File: src/rtl/lsu_resp_pkg.sv
// Shared definitions for the load/store responder.
// Contents: data width constants, funct3 access-size encoding, the
// responder FSM state enum and a helper that flags illegal requests.
package lsu_resp_pkg;

    localparam int DATA_W = 64;
    localparam int STRB_W = DATA_W / 8;

    // funct3[1:0] selects the access size, funct3[2] selects zero-extension.
    typedef enum logic [1:0] {
        SZ_BYTE   = 2'b00,
        SZ_HALF   = 2'b01,
        SZ_WORD   = 2'b10,
        SZ_DOUBLE = 2'b11
    } size_e;

    localparam int          F3_UNSIGNED_BIT = 2;
    localparam logic [2:0]  F3_LOAD_ILLEGAL = 3'b111;

    typedef enum logic [1:0] {
        ST_IDLE,
        ST_REQ,
        ST_WAIT,
        ST_DONE
    } state_e;

    // Requests that never reach the bus: both strobes at once, the unused
    // load encoding, or a store asking for an unsigned variant.
    function automatic logic req_illegal(logic rd, logic wr, logic [2:0] f3);
        return (rd & wr) | (rd & (f3 == F3_LOAD_ILLEGAL)) | (wr & f3[F3_UNSIGNED_BIT]);
    endfunction

endpackage

File: src/rtl/lsu_resp_if.sv
// Data-memory bus between the responder (master) and memory/bridge (slave).
// Signals: req_valid/req_ready request handshake, we write select,
// addr 8-byte aligned address, wdata/wstrb lane-placed store data and byte
// enables, resp_valid read data / write ack, rdata read data.
interface lsu_resp_if import lsu_resp_pkg::*; ();

    logic              req_valid;
    logic              req_ready;
    logic              we;
    logic [DATA_W-1:0] addr;
    logic [DATA_W-1:0] wdata;
    logic [STRB_W-1:0] wstrb;
    logic              resp_valid;
    logic [DATA_W-1:0] rdata;

    modport master (
        output req_valid, we, addr, wdata, wstrb,
        input  req_ready, resp_valid, rdata
    );

    modport slave (
        input  req_valid, we, addr, wdata, wstrb,
        output req_ready, resp_valid, rdata
    );

endinterface

File: src/rtl/lsu_resp_lane.sv
// lsu_lane: combinational byte-lane steering for one access.
// Inputs:  offset (addr[2:0]), funct3, wdata (store data in low bits),
//          bus_rdata (full 64-bit bus word).
// Outputs: wstrb (byte enables for the access), wdata_lane (store data moved
//          to its lanes), rdata_ext (extracted and extended load data),
//          misaligned (offset not a multiple of the access size).
module lsu_lane import lsu_resp_pkg::*; (
    input  logic [2:0]        offset,
    input  logic [2:0]        funct3,
    input  logic [DATA_W-1:0] wdata,
    input  logic [DATA_W-1:0] bus_rdata,
    output logic [STRB_W-1:0] wstrb,
    output logic [DATA_W-1:0] wdata_lane,
    output logic [DATA_W-1:0] rdata_ext,
    output logic              misaligned
);

    size_e             size;
    logic [3:0]        size_bytes;
    logic [3:0]        lane_end;
    logic [DATA_W-1:0] raw;
    logic              is_unsigned;

    assign size        = size_e'(funct3[1:0]);
    assign is_unsigned = funct3[F3_UNSIGNED_BIT];
    assign size_bytes  = 4'd1 << funct3[1:0];
    assign lane_end    = {1'b0, offset} + size_bytes;

    // A byte lane is enabled when it falls inside [offset, offset+size).
    // Lanes past byte 7 simply drop off, matching a truncated shift.
    for (genvar gi = 0; gi < STRB_W; gi++) begin : g_strb
        assign wstrb[gi] = (4'(gi) >= {1'b0, offset}) && (4'(gi) < lane_end);
    end

    assign misaligned = (offset & 3'(size_bytes - 4'd1)) != 3'd0;
    assign wdata_lane = wdata << {offset, 3'b000};
    assign raw        = bus_rdata >> {offset, 3'b000};

    always_comb begin
        rdata_ext = raw;
        case (size)
            SZ_BYTE:   rdata_ext = is_unsigned ? {56'd0, raw[7:0]}  : {{56{raw[7]}},  raw[7:0]};
            SZ_HALF:   rdata_ext = is_unsigned ? {48'd0, raw[15:0]} : {{48{raw[15]}}, raw[15:0]};
            SZ_WORD:   rdata_ext = is_unsigned ? {32'd0, raw[31:0]} : {{32{raw[31]}}, raw[31:0]};
            SZ_DOUBLE: rdata_ext = raw;
            default:   rdata_ext = raw;
        endcase
    end

endmodule

File: src/rtl/lsu_resp.sv
// lsu_resp: data-memory responder for the RV64 core.
// Takes one load/store per request from execute, stalls the core while the
// bus access is in flight, and returns extended load data with a done pulse.
// Ports: clk, rst_n (async active-low); mem_r/mem_w/funct3/addr/wdata request
// from execute; stall/done/rdata/err back to the core; bus (master modport).
module lsu_resp import lsu_resp_pkg::*; #(
    parameter int unsigned TIMEOUT = 255
) (
    input  logic              clk,
    input  logic              rst_n,
    input  logic              mem_r,
    input  logic              mem_w,
    input  logic [2:0]        funct3,
    input  logic [DATA_W-1:0] addr,
    input  logic [DATA_W-1:0] wdata,
    output logic              stall,
    output logic              done,
    output logic [DATA_W-1:0] rdata,
    output logic              err,
    lsu_resp_if.master        bus
);

    localparam logic [15:0] TIMEOUT_LAST = 16'(TIMEOUT - 1);

    state_e            state_reg, state_next;
    logic [15:0]       cnt_reg, cnt_next;
    logic [DATA_W-1:0] addr_reg, wdata_reg;
    logic [2:0]        funct3_reg;
    logic              we_reg;
    logic [DATA_W-1:0] rdata_reg, rdata_next;
    logic              err_reg, err_next;
    logic              capture;
    logic              req_any;
    logic              req_bad;

    logic [2:0]        lane_offset, lane_funct3;
    logic [STRB_W-1:0] lane_wstrb;
    logic [DATA_W-1:0] lane_wdata, lane_rdata;
    logic              lane_misaligned;

    assign req_any = mem_r | mem_w;

    // While idle the lane judges the incoming request's alignment; once the
    // request is latched it steers the latched access.
    assign lane_offset = (state_reg == ST_IDLE) ? addr[2:0] : addr_reg[2:0];
    assign lane_funct3 = (state_reg == ST_IDLE) ? funct3    : funct3_reg;

    lsu_lane u_lane (
        .offset     (lane_offset),
        .funct3     (lane_funct3),
        .wdata      (wdata_reg),
        .bus_rdata  (bus.rdata),
        .wstrb      (lane_wstrb),
        .wdata_lane (lane_wdata),
        .rdata_ext  (lane_rdata),
        .misaligned (lane_misaligned)
    );

    assign req_bad = req_illegal(mem_r, mem_w, funct3) | lane_misaligned;

    always_ff @(posedge clk or negedge rst_n) begin
        if (!rst_n) begin
            state_reg <= ST_IDLE;
        end else begin
            state_reg <= state_next;
        end
    end

    always_ff @(posedge clk or negedge rst_n) begin
        if (!rst_n) begin
            cnt_reg    <= '0;
            addr_reg   <= '0;
            wdata_reg  <= '0;
            funct3_reg <= '0;
            we_reg     <= 1'b0;
            rdata_reg  <= '0;
            err_reg    <= 1'b0;
        end else begin
            cnt_reg   <= cnt_next;
            rdata_reg <= rdata_next;
            err_reg   <= err_next;
            if (capture) begin
                addr_reg   <= addr;
                wdata_reg  <= wdata;
                funct3_reg <= funct3;
                we_reg     <= mem_w;
            end
        end
    end

    always_comb begin
        state_next    = state_reg;
        cnt_next      = cnt_reg;
        rdata_next    = rdata_reg;
        err_next      = err_reg;
        capture       = 1'b0;
        stall         = 1'b0;
        done          = 1'b0;
        bus.req_valid = 1'b0;
        case (state_reg)
            ST_IDLE: begin
                stall = req_any;
                if (req_any) begin
                    capture = 1'b1;
                    if (req_bad) begin
                        state_next = ST_DONE;
                        err_next   = 1'b1;
                        rdata_next = '0;
                    end else begin
                        state_next = ST_REQ;
                    end
                end
            end
            ST_REQ: begin
                stall         = 1'b1;
                bus.req_valid = 1'b1;
                if (bus.req_ready) begin
                    state_next = ST_WAIT;
                    cnt_next   = '0;
                end
            end
            ST_WAIT: begin
                stall    = 1'b1;
                cnt_next = cnt_reg + 16'd1;
                // A response in the final waiting cycle still beats the timeout.
                if (bus.resp_valid) begin
                    state_next = ST_DONE;
                    err_next   = 1'b0;
                    rdata_next = we_reg ? '0 : lane_rdata;
                end else if (cnt_reg == TIMEOUT_LAST) begin
                    state_next = ST_DONE;
                    err_next   = 1'b1;
                    rdata_next = '0;
                end
            end
            ST_DONE: begin
                done       = 1'b1;
                state_next = ST_IDLE;
            end
            default: state_next = ST_IDLE;
        endcase
    end

    assign rdata     = rdata_reg;
    assign err       = err_reg;
    assign bus.we    = we_reg;
    assign bus.addr  = {addr_reg[DATA_W-1:3], 3'b000};
    assign bus.wdata = lane_wdata;
    assign bus.wstrb = we_reg ? lane_wstrb : '0;

endmodule
File: src/flat_wrapper.sv
// flat-port wrapper written by rule: the top's interface ports become plain ports
module lsu_resp_flat import lsu_resp_pkg::*;
#(
    parameter int unsigned TIMEOUT = 255
)
  (clk, rst_n, mem_r, mem_w, funct3, addr, wdata, stall, done, rdata, err, bus_req_valid, bus_we, bus_addr, bus_wdata, bus_wstrb, bus_req_ready, bus_resp_valid, bus_rdata);
  lsu_resp_if bus_i ();
  input  logic clk;
  input  logic rst_n;
  input  logic mem_r;
  input  logic mem_w;
  input  logic [2:0] funct3;
  input  logic [DATA_W-1:0] addr;
  input  logic [DATA_W-1:0] wdata;
  output logic stall;
  output logic done;
  output logic [DATA_W-1:0] rdata;
  output logic err;
  output wire logic [$bits(bus_i.req_valid)-1:0] bus_req_valid;
  output wire logic [$bits(bus_i.we)-1:0] bus_we;
  output wire logic [$bits(bus_i.addr)-1:0] bus_addr;
  output wire logic [$bits(bus_i.wdata)-1:0] bus_wdata;
  output wire logic [$bits(bus_i.wstrb)-1:0] bus_wstrb;
  input wire logic [$bits(bus_i.req_ready)-1:0] bus_req_ready;
  input wire logic [$bits(bus_i.resp_valid)-1:0] bus_resp_valid;
  input wire logic [$bits(bus_i.rdata)-1:0] bus_rdata;
  assign bus_req_valid = bus_i.req_valid;
  assign bus_we = bus_i.we;
  assign bus_addr = bus_i.addr;
  assign bus_wdata = bus_i.wdata;
  assign bus_wstrb = bus_i.wstrb;
  assign bus_i.req_ready = bus_req_ready;
  assign bus_i.resp_valid = bus_resp_valid;
  assign bus_i.rdata = bus_rdata;
  lsu_resp #(.TIMEOUT(TIMEOUT)) u_core (.clk(clk), .rst_n(rst_n), .mem_r(mem_r), .mem_w(mem_w), .funct3(funct3), .addr(addr), .wdata(wdata), .stall(stall), .done(done), .rdata(rdata), .err(err), .bus(bus_i));
endmodule
File: config.mk
export PLATFORM = sky130hd
export DESIGN_NAME = lsu_resp_flat
export DESIGN_NICKNAME = d
export VERILOG_FILES = /design/src/rtl/lsu_resp_pkg.sv /design/src/rtl/lsu_resp_if.sv /design/src/rtl/lsu_resp_lane.sv /design/src/rtl/lsu_resp.sv /design/src/flat_wrapper.sv
export SDC_FILE = /design/constraint.sdc
export NUM_CORES = 1
export LEC_CHECK = 0
export ABC_AREA = 1
export BUFFER_PORTS_ARGS = -buffer_cell sky130_fd_sc_hd__buf_2
export CORE_ASPECT_RATIO = 1.1
export CORE_UTILIZATION = 40
export CTS_CLUSTER_SIZE = 25
export DETAILED_ROUTE_END_ITERATION = 12
export GPL_ROUTABILITY_DRIVEN = 1
export SLEW_MARGIN = 0
export SYNTH_ARGS = -nofsm -noshare
export SYNTH_HDL_FRONTEND = slang
export SYNTH_SLANG_ARGS = --single-unit
File: constraint.sdc
create_clock -name clk -period 5.5 [get_ports clk]
set_input_delay 1.65 -clock clk [delete_from_list [all_inputs] [get_ports clk]]
set_output_delay 1.65 -clock clk [all_outputs]
set_load 0.01 [all_outputs]
==> impl_metrics.yaml <==
run_status:
  outcome: "completed"
floorplan:
  fp.dieArea_mm2: 0.0335
  die_h_um: 192
  io_pins: 406
  initial_core_util_pct: 40.6
  core_area_mm2: 0.0323
  die_x_um: 175
  rows: 69
timing:
  hold_viol: 0
  max_freq_mhz: 189
  final-setup-viol-count: 0
  tightest_slew_ns: 1.02
  period_minus_slack_ns: 5.29
  period_share_pct: 96.1
  fin_setup_tns_ns: 0
  slew-limit-headroom_pct: 32.0
  maxSlewViolCount: 0
  grt_setup_unrepaired: "false"
  fin_worst_skew_ns: 0.0184
logic_synthesis:
  synth_cells: 1901
  synthMuxAreaShare_pct: 0.0764
  synthArstFlopShare_pct: 100
  ys_seq_elements: 215
  synth_xor_area_share_pct: 0.201
  synth_cell_types: 42
  synth-main-ff-cell: "dfrtp_1"
  yosys_warnings: 0
  synth_common_cells: "nand2_1 (841), dfrtp_1 (215), o21ai_0 (125)"
  synth.most_common_cell: "nand2_1"
  synth.top_cell.area_share_pct: 41.1
  avgSynthCellArea_um2: 6.89
  synth_compound_gate_area_share_pct: 10.7
  synth_top_area_cell: "dfrtp_1"
  synth_top_family_by_area: "simple AND/OR/NAND/NOR gates"
  yosys.area_share.adder_pct: 1.11
  synth-simple-area-share_pct: 35.0
  synthTopCellsByArea: "dfrtp_1 (41%), nand2_1 (24%), o21ai_0 (4.8%)"
  seq_area_frac_synth_pct: 41.1
  synth_area_mm2: 0.0131
  synth_edf_count: 0
drt:
  via_per_inst: 5.17
  initialDrtViolationCount: 1352
  first_pass_iters: 6
  wire_per_inst_um: 17.9
  remaining_drc_errors: 0
  ant_nets: 0
  wl_mm: 47.1
  vias: 13600
power:
  pwr-share-clk_pct: 14.4
  powerDensity_mw_per_mm2: 754
  p_int_mw: 5.62
  vdd_drop_max_mv: 0.443
  p_sw_mw: 6.24
  power_frac_seq_pct: 22.3
  p_leak_nw: 8.76
  switching_share_pct: 52.6
  power_frac_comb_pct: 63.3
global_routing:
  grt-ovfl-total: 0
  grt_pass1_wl_mm: 71.9
  grt_max_degree: 105
  grt_antenna_before_repair: 7
  grtUsageTotal_pct: 27.5
  grt_pass1_vias: 13200
cts:
  ctsHtreeMaxLevel: 1
  cts_tree: "yes"
  clkSlewWorstSetupHoldPaths_ns: 0.06
  cts_root_buf: "clkbuf_16"
  cts_buffers: 25
  cts_hold_buf: 0
  clock_path_buffers: 3
  clock_sinks: 215
  clkLatencyLatePin_ns: 0.55
placed_design:
  gp_congestion: 0.925
  portBuffers: 402
  place_area_mm2: 0.0149
  hpwlAfterDp_mm: 34.0
critical_path:
  endpoint_kind: "output pin"
  crit_top_cell: "nand2_1"
  cp.arrival_ns: 3.64
  cp_top_family: "simple AND/OR/NAND/NOR gates"
  crit_type: "in -> out"
  startpoint_type: "primary input"
  crit_slowest_cell: "ha_1"
  crit_chain: "buf_2 -> nand2_1 -> nand2_2 -> inv_2 -> nand2_1 -> inv_1 -> ha_1 -> a21oi_1 -> nor2_1 -> nor2_1 -> xnor2_1 -> nand2_1 -> o21ai_0 -> inv_1 -> buf_2"
  crit_required_ns: 3.85
  max_stage_delay_ns: 0.27
  path_buf_inv: 5
  critPathMaxFanout: 7
finish:
  final_layout_size_suffix_gt1_share_pct: 23.1
  areaGrowthSynthToFinish_pct: 20.0
  final_nets: 2390
  design_area_mm2: 0.0157
  fillers: 3407
run:
  drv_cap: 0
hold_path:
  hp-class: "reg -> reg"
[worst register-to-register path: stages, from the launching register on]
cell and delay [ns]:
dfrtp_1 0.38, inv_1 0.11, ha_4 0.24, inv_2 0.22
nand2_4 0.13, nand2_4 0.11, buf_12 0.32, buf_4 0.74
ha_1 0.28, inv_1 0.04, nand2_1 0.05, a21oi_1 0.05
nand3_2 0.13, nand4_4 0.10, nor2_4 0.28, nand2_2 0.12
inv_4 0.40, nand2_1 0.19, nand2_1 0.10
[per-stage QoR]
stage,instances,hold WS (ns),setup WS [ns],power (mW),util (%)
after detailed placement,2577,0.459,0.178,10.1,46.0
after global routing,2629,0.489,0.00864,12.8,48.7
after floorplan,1903,0.444,0.205,7.71,-
after global placement,2577,0.457,0.218,10.0,46.0
after CTS,2623,0.476,0.186,11.9,48.6
final,2629,0.471,0.214,11.9,48.7
[timing repair]
action	CTS	global route
setup buffers	0	0
setup endpoints to repair	1	2
gates resized for setup	1	1
[power groups by stage]
| stage | Clock, mW | Combinational [mW] | Sequential, mW |
|---|---|---|---|
| finish | 1.70 | 7.51 | 2.64 |
| floorplan | 0 | 5.10 | 2.61 |
| detailed placement | 0 | 7.45 | 2.65 |
| global placement | 0 | 7.39 | 2.64 |
| global route | 1.81 | 8.31 | 2.71 |
| CTS | 1.75 | 7.49 | 2.64 |
[layout make-up]
| cell class | count | area [um2] | share of cell area, % |
|---|---|---|---|
| repair buffers | 432 | 2270 | 14.5 |
| well taps | 426 | 533 | 3.39 |
| inverters | 120 | 455 | 2.90 |
| multi-input cells | 1384 | 6230 | 39.6 |
| clock buffers | 36 | 717 | 4.56 |
| clock inverters | 10 | 119 | 0.756 |
| flip-flops and latches | 215 | 5380 | 34.2 |
| diodes | 6 | 15.0 | 0.0955 |
[final timing paths]
check	from	cells after the start	slack [ns]	endpoint
setup / recovery	funct3[1]	15	0.21	bus_wstrb[1]
hold / removal	u_core.rdata[33]	2	0.47	u_core.rdata[33]
setup reg to reg	u_core.state_reg[1]	18	1.45	u_core.rdata[60]
hold reg to reg	u_core.rdata[33]	2	0.47	u_core.rdata[33]
max in group asynchronous	rst_n	2	3.22	u_core.wdata_reg[24]
min in group asynchronous	rst_n	1	1.13	u_core.addr_reg[11]
[kinds of logic after synthesis]
family / after synthesis
adder cells (fa/ha/maj): 11
flip-flops: 215
XOR/XNOR: 3
AND/OR/NAND/NOR: 1114
other: 1
multiplexers: 1
AO/OA/AOI/OAI: 252
buffers and inverters: 304
[cells in the final DEF, fill, tap and decap left out, types with 4 or more instances in the layout]
cell | Yosys | final
nand2_2 | 5 | 5
inv_1 | 113 | 113
nand2_4 | 2 | 4
ha_1 | 10 | 9
nand3_2 | 5 | 5
clkbuf_16 | 0 | 25
o211ai_1 | 15 | 15
nand3_1 | 98 | 98
nand2_1 | 841 | 839
o21ai_0 | 125 | 125
inv_2 | 6 | 5
a21oi_1 | 46 | 46
nand4_1 | 61 | 61
o221ai_1 | 19 | 19
o21ai_1 | 35 | 34
clkbuf_8 | 0 | 5
dfrtp_1 | 215 | 215
diode_2 | 0 | 6
clkbuf_1 | 55 | 6
or2_2 | 6 | 6
buf_2 | 42 | 401
nor3_1 | 7 | 7
clkinv_2 | 0 | 6
nor2_1 | 81 | 80
o31ai_1 | 7 | 7
buf_4 | 71 | 28
[routing by layer]
metal | track usage (%) | wire length (um) | part of all wire (%)
met5 | 0 | 10 | 0.021
met1 | 33.3 | 18400 | 39
met3 | 5.15 | 3630 | 7.7
met4 | 12.8 | 2080 | 4.4
met2 | 47.3 | 23000 | 49
(Power assumes the default switching activity.)
